**src/rtl/mult16_seq_ctrl.sv**
```systemverilog
// Purpose: 16x16 unsigned multiply sequenced over one shared 8x8 multiplier, four byte-pair steps.
// Latency: 5 cycles from accept to out_valid (1 cycle when a zero operand is skipped).
// Backpressure: one job at a time; in_ready low until the product is taken, product held while out_ready is low.
module mult16_seq_ctrl #(
    parameter bit SKIP_ZERO = 1'b1
) (
    input  logic        clk,
    input  logic        rst_n,
    input  logic        in_valid,
    output logic        in_ready,
    input  logic [15:0] a,
    input  logic [15:0] b,
    output logic [7:0]  mul_a,
    output logic [7:0]  mul_b,
    input  logic [15:0] mul_p,
    output logic        out_valid,
    input  logic        out_ready,
    output logic [31:0] product,
    output logic        busy
);

    typedef enum logic [1:0] {
        IDLE = 2'd0,
        MUL  = 2'd1,
        DONE = 2'd2
    } state_t;

    state_t      state;
    logic [1:0]  step;
    logic [15:0] op_a;
    logic [15:0] op_b;
    logic [31:0] acc;
    logic [31:0] pp_shifted;

    // Align the current 8x8 partial product to its byte weight for this step.
    always_comb begin
        pp_shifted = {16'd0, mul_p};
        case (step)
            2'd0:    pp_shifted = {16'd0, mul_p};
            2'd1,
            2'd2:    pp_shifted = {8'd0, mul_p, 8'd0};
            default: pp_shifted = {mul_p, 16'd0};
        endcase
    end

    // Controller: state, step counter, accumulator and all outputs registered together.
    // mul_a/mul_b are loaded one cycle ahead so they present the operands of the step being executed.
    always_ff @(posedge clk) begin
        if (!rst_n) begin
            state     <= IDLE;
            step      <= 2'd0;
            op_a      <= 16'd0;
            op_b      <= 16'd0;
            acc       <= 32'd0;
            mul_a     <= 8'd0;
            mul_b     <= 8'd0;
            in_ready  <= 1'b1;
            out_valid <= 1'b0;
            busy      <= 1'b0;
        end else begin
            case (state)
                IDLE: begin
                    if (in_valid) begin
                        op_a     <= a;
                        op_b     <= b;
                        acc      <= 32'd0;
                        step     <= 2'd0;
                        in_ready <= 1'b0;
                        busy     <= 1'b1;
                        if (SKIP_ZERO && (a == 16'd0 || b == 16'd0)) begin
                            state     <= DONE;
                            out_valid <= 1'b1;
                        end else begin
                            state <= MUL;
                            mul_a <= a[7:0];
                            mul_b <= b[7:0];
                        end
                    end
                end
                MUL: begin
                    acc  <= acc + pp_shifted;
                    step <= step + 2'd1;
                    case (step)
                        2'd0: begin
                            mul_a <= op_a[15:8];
                            mul_b <= op_b[7:0];
                        end
                        2'd1: begin
                            mul_a <= op_a[7:0];
                            mul_b <= op_b[15:8];
                        end
                        2'd2: begin
                            mul_a <= op_a[15:8];
                            mul_b <= op_b[15:8];
                        end
                        default: begin
                            mul_a     <= 8'd0;
                            mul_b     <= 8'd0;
                            state     <= DONE;
                            out_valid <= 1'b1;
                        end
                    endcase
                end
                DONE: begin
                    if (out_ready) begin
                        state     <= IDLE;
                        out_valid <= 1'b0;
                        busy      <= 1'b0;
                        in_ready  <= 1'b1;
                    end
                end
                default: begin
                    state     <= IDLE;
                    mul_a     <= 8'd0;
                    mul_b     <= 8'd0;
                    in_ready  <= 1'b1;
                    out_valid <= 1'b0;
                    busy      <= 1'b0;
                end
            endcase
        end
    end

    assign product = acc;

endmodule

```
**config.mk**
```make
export PLATFORM = sky130hd
export DESIGN_NAME = mult16_seq_ctrl
export DESIGN_NICKNAME = d
export VERILOG_FILES = /design/src/rtl/mult16_seq_ctrl.sv
export SDC_FILE = /design/constraint.sdc
export NUM_CORES = 1
export LEC_CHECK = 0
export BUFFER_PORTS_ARGS = -buffer_cell sky130_fd_sc_hd__buf_2
export CELL_PAD_IN_SITES_DETAIL_PLACEMENT = 1
export CELL_PAD_IN_SITES_GLOBAL_PLACEMENT = 1
export CORE_ASPECT_RATIO = 1.5
export CORE_MARGIN = 2
export CORE_UTILIZATION = 45
export CTS_CLUSTER_DIAMETER = 50
export DETAILED_ROUTE_END_ITERATION = 10
export HOLD_SLACK_MARGIN = 0.05
export PLACE_DENSITY = 0.85
export SKIP_CTS_REPAIR_TIMING = 1
export SYNTH_ARGS = -nofsm -noshare
export SYNTH_HDL_FRONTEND = slang
export SYNTH_SLANG_ARGS = --single-unit
```
**constraint.sdc**
```tcl
create_clock -name clk -period 8.9 [get_ports clk]
set_clock_uncertainty 0.2 [all_clocks]
set_input_delay 0.89 -clock clk [delete_from_list [all_inputs] [get_ports clk]]
set_output_delay 0.89 -clock clk [all_outputs]
set_load 0.05 [all_outputs]
```
* After elaboration in Yosys (flattened, before gate mapping)
Index checks and enable logic that the tools add are counted.
** Word-level totals
- Register bits after elaboration :: 87
- Bits of input ports :: 52
- Output and inout bits :: 51
- Logic and storage cells :: 66
** Operators by class
- $add $sub $neg :: 2
- Equality and inequality tests :: 9
- Muxes and demuxes :: 28
- Bitwise gates (word level) :: 2
- Reduce and logical (&&, ||, !) cells :: 15
** Operators by type and width (number)
- $pmux 32 s2 :: 2
- $pmux 8 s3 :: 2
- $add 32x32->32 :: 1
- $logic_not 16->1 :: 2
- $mux 32 :: 1
- $mux 8 :: 4
- $pmux 8 s2 :: 2
- $mux 2 :: 5
- $ne 2x2->1 const B :: 5
- $pmux 1 s3 :: 3
- $reduce_and 3->1 :: 3
- $mux 1 :: 7
- $pmux 2 s3 :: 1
- $eq 2x1->1 const B :: 2
- $eq 2x2->1 const B :: 2
- $logic_not 2->1 :: 2
- $pmux 2 s2 :: 1
- $reduce_and 2->1 :: 2
- $reduce_and 4->1 :: 1
- $reduce_or 2->1 :: 2
- $reduce_or 3->1 :: 1
- $add 2x1->2 const B :: 1
- $not 1->1 :: 2
- $reduce_bool 2->1 :: 1
- $logic_or 1x1->1 :: 1

* Logic depth before layout (Yosys ltp)
- Depth after elaboration :: 5
- Depth in mapped cells :: 18
- Depth with buffers taken out :: 16

* Least setup slack after synthesis
Ideal clock, no wire load.
- Kind :: reg-to-reg
- Start point :: register step[0]
- End point :: register acc[26], in the netlist product[26]
- Data arrival time :: 3.555 ns
- Data required time :: 8.583 ns
- Slack :: 5.028 ns
- Cell stages (with the launch flop) :: 19
- Buffers on the path :: 2
- Cell sequence :: dfxtp_1 -> inv_1 -> ha_1 -> clkbuf_1 -> clkbuf_1 -> nor2b_1 -> and2_1 -> ha_1 -> inv_1 -> fa_1 -> nand2b_1 -> a21oi_2 -> o31a_1 -> a211oi_2 -> o31ai_4 -> nand3_2 -> o21bai_2 -> xor2_1 -> a22o_1
** On the way
- Longest elaborated chain between the ends :: 5
- Elaborated cells on any way between the ends :: 7
- Those cells by class :: add/sub (1); eq/ne (2); mux (2); reduce/logical (2)
** RTL lines
- start, declared :: RTL line 29 : logic [1:0] step;
- start signal, assigned :: RTL line 82 : step <= step + 2'd1;
- $eq 2x2->1 / $eq 2x1->1 (equally long branches) :: RTL line 38 : case (step)
- $reduce_or 2->1 (no source line)
- $pmux 32 s2 * :: RTL line 38
- $add 32x32->32 * :: RTL line 81 : acc <= acc + pp_shifted;
- $pmux 32 s2 * :: RTL line 61 : case (state)
- end signal, assigned :: RTL line 81
- end, declared :: RTL line 32 : logic [31:0] acc;
Every way passes the cells marked *; elsewhere a longest branch is shown, timed or not.
A chain may end at the register's enable or synchronous reset.

* Final worst setup path
Ends and elaborated chain as after synthesis.

==> results.sh <==
export IMPL_fin_crit_sh_pct=49.8
export IMPL_synth_edf_count=0
export IMPL_path_cells="inv_1 -> ha_1 -> nor2b_1 -> and2_1 -> ha_1 -> inv_1 -> fa_1 -> nand2b_1 -> a21oi_2 -> o31a_1 -> a211oi_2 -> o31ai_4 -> nand3_2 -> o21bai_2 -> xor2_1 -> a22o_1"
export IMPL_fp_dieW_um=93.4
export IMPL_path_buf_inv=2
export IMPL_dp_hpwl_um=13100
export IMPL_multi_input_area_sq_mm=0.00345
export IMPL_grt_ovfl_total=0
export IMPL_powerDensity_mw_per_mm2=195
export IMPL_ant_nets=0
export IMPL_clkSinkCount=87
export IMPL_start_kind="flop"
export IMPL_cts_made_buffers=9
export IMPL_clockBufferDepth=2
export IMPL_rsz0062_at_grt="false"
export IMPL_synth_area_sq_mm=0.00540
export IMPL_cts_root_buf="clkbuf_16"
export IMPL_grtUsageTotal_pct=27.2
export IMPL_dr_total_vias=5340
export IMPL_seq_area_sq_mm=0.00174
export IMPL_core_sq_mm=0.0118
export IMPL_async_reset_ff_share_pct=0
export IMPL_setup_worst_path_class="reg -> reg"
export IMPL_tightest_slew_ns=1.23
export IMPL_num_io_pins=103
export IMPL_ys_seq_area_share_pct=32.3
export IMPL_final_common_cell="nand2_1"
export IMPL_relSlewSlack_pct=18.1
export IMPL_clk_latency_ns=0.34
export IMPL_cp_max_fo=18
export IMPL_drv_cap=0
export IMPL_grt_pass1_wl_um=28000
export IMPL_fmax_ghz=0.226
export IMPL_areaGrowthSynthToFinish_pct=16.9
export IMPL_n_antenna_cell=0
export IMPL_ys_types=58
export IMPL_slowest_stage="ha_1"
export IMPL_ys_dominant_reg_cell="dfxtp_1"
export IMPL_place_gp_congestion=0.938
export IMPL_period_minus_slack_ns=4.43
export IMPL_viasPerCell=5.93
export IMPL_grt_max_degree=71
export IMPL_final_setup_viol_count=0
export IMPL_yosysWarnings=0
export IMPL_fp_row_count=49
export IMPL_cts_tree="built"
export IMPL_num_fill_cells=1482
export IMPL_h_tree_depth=3
export IMPL_setup_tns_ns=0
export IMPL_dp_worst_setup_slack_ns=4.48
export IMPL_fin_ws_ns=4.47
export IMPL_wl_um=17300
export IMPL_grt_pass1_vias=5687
export IMPL_syn_area_per_cell_sq_um=8.12
export IMPL_antenna_found_initial=0
export IMPL_synth_fp_nets=753
export IMPL_path_delay_family="compound AO/OA/AOI/OAI gates"
export IMPL_final_util_pct=53.3
export IMPL_cp_slowest_stage_delay_ns=0.61
export IMPL_p_leak_nw=2.86
export IMPL_drc=0
export IMPL_cp_end_kind="flop"
export IMPL_syn_instance_count=665
export IMPL_report_final_slew_viol_count=0
export IMPL_detailedRoute_firstPassIterationCount=4
export IMPL_dieArea_sq_mm=0.0129
export IMPL_wl_per_cell_um=19.3
export IMPL_port_buffers=102
export IMPL_drive_gt1_share_pct=19.5
export IMPL_required_ns=8.94
export IMPL_worstHoldPathType="reg -> reg"
export IMPL_nets=831
export IMPL_drt_iter0_drc=188
export IMPL_die_y_um=138
export IMPL_synth_seq_cells=87
export IMPL_start_util_pct=45.6
export IMPL_critPathArrivalTime_ns=4.47
export IMPL_clk_pin_slew_ns=0.07
export IMPL_layout_common_cells="126 x nand2_1, 102 x buf_2, 87 x dfxtp_1"
export IMPL_irDropWorstVdd_uv=104
export IMPL_status="complete, no violations"
export IMPL_hold_viol_final=0
[cell type report]
class / count / area share, %
Sequential cell: 87 / 27.6
Multi-Input combinational cell: 524 / 54.7
Clock inverter: 7 / 1.61
Inverter: 14 / 0.833
Tap cell: 153 / 3.03
Clock buffer: 9 / 3.57
Timing Repair Buffer: 107 / 8.69
[sequential cells by signal (all words and copies together) (netlist names), 2 cells and up]
register and cells:
state 2, product 32, op_b 16, op_a 16, mul_a 8, mul_b 8, step 2
[cell usage after synthesis (2+ instances only)]
master    count  area share, %
ha_1         35            8.1
o211ai_1     20            2.8
o21ai_1      12            1.1
a21oi_2       2           0.32
or3_1         2           0.23
nor3_1        5           0.46
o21bai_2      2           0.42
clkbuf_1     37            2.6
nand3_1       5           0.46
o211a_1      16            3.0
and4_1        3           0.49
a21o_1       10            1.4
nand3_2       2           0.37
a31oi_1       3           0.35
a22oi_1      34            4.7
o21bai_1      4           0.56
nor2_1       31            2.2
nand2b_1      6           0.70
o21a_1        3           0.42
buf_1         2           0.14
dfxtp_1      87             32
inv_1        14           0.97
a21boi_0     36            5.0
nor2b_1      15            1.7
a22o_1       12            1.9
o21ai_0      21            1.9
xnor2_1      16            2.6
or2_2         2           0.23
o21ai_2       2           0.32
nor4_1        9            1.0
and2_1       20            2.3
a211oi_2      2           0.46
a21oi_1      31            2.9
nand2_1     126            8.8
a211o_1       5           0.81
xor2_1        8            1.3
nand4_1       4           0.46
[cells by family after synthesis]
group                      Yosys count  synth area share, %
xor gates and xnor gates            24                 3.89
buffers and inverters               54                 3.92
adders and majority gates           36                 8.48
AOI/OAI and AO/OA                  228                 31.1
and+or+nand+nor                    236                 20.4
DFF                                 87                 32.3
[path summary, 6_finish.rpt]
| kind | from | end | slack (ns) | cells past startpoint |
|---|---|---|---|---|
| setup / recovery | step[0] | product[26] | 4.47 | 16 |
| hold / removal | product[17] | product[17] | 0.27 | 2 |
| setup reg to reg | step[0] | product[26] | 4.47 | 16 |
| hold reg to reg | product[17] | product[17] | 0.27 | 2 |
[routing by layer]
layer | global-route usage, % | wire, um
met3 | 3.71 | 758
met4 | 11.7 | 585
met1 | 30.0 | 6720
met5 | 0 | 0
met2 | 50.5 | 9290
[where the power goes]
group	leakage [nW]	switching, mW	internal (mW)
logic	1.99	0.247	0.118
clock network	0.158	0.171	0.250
registers	0.713	0.0227	0.421
[worst register-to-register path, delay by kind of cell (launching register included)]
| kind | cells | cell delay, ns |
|---|---|---|
| buf+inv | 2 | 0.17 |
| xor+xnor | 1 | 0.08 |
| simple gates | 4 | 1.05 |
| fa+ha+maj | 3 | 1.17 |
| compound gates | 6 | 1.32 |
| flops | 1 | 0.34 |
[through the flow]
step | instance area, sq um | total power [mW] | hold WS, ns | std cells
CTS | 6310 | 1.24 | 0.272 | 901
detailed placement | 5980 | 0.814 | 0.262 | 885
floorplan | 5400 | 0.711 | 0.243 | 665
finish | 6310 | 1.23 | 0.269 | 901
global route | 6310 | 1.29 | 0.300 | 901
global placement | 5980 | 0.800 | 0.252 | 885
No activity file was read; power rests on OpenSTA's default activity.
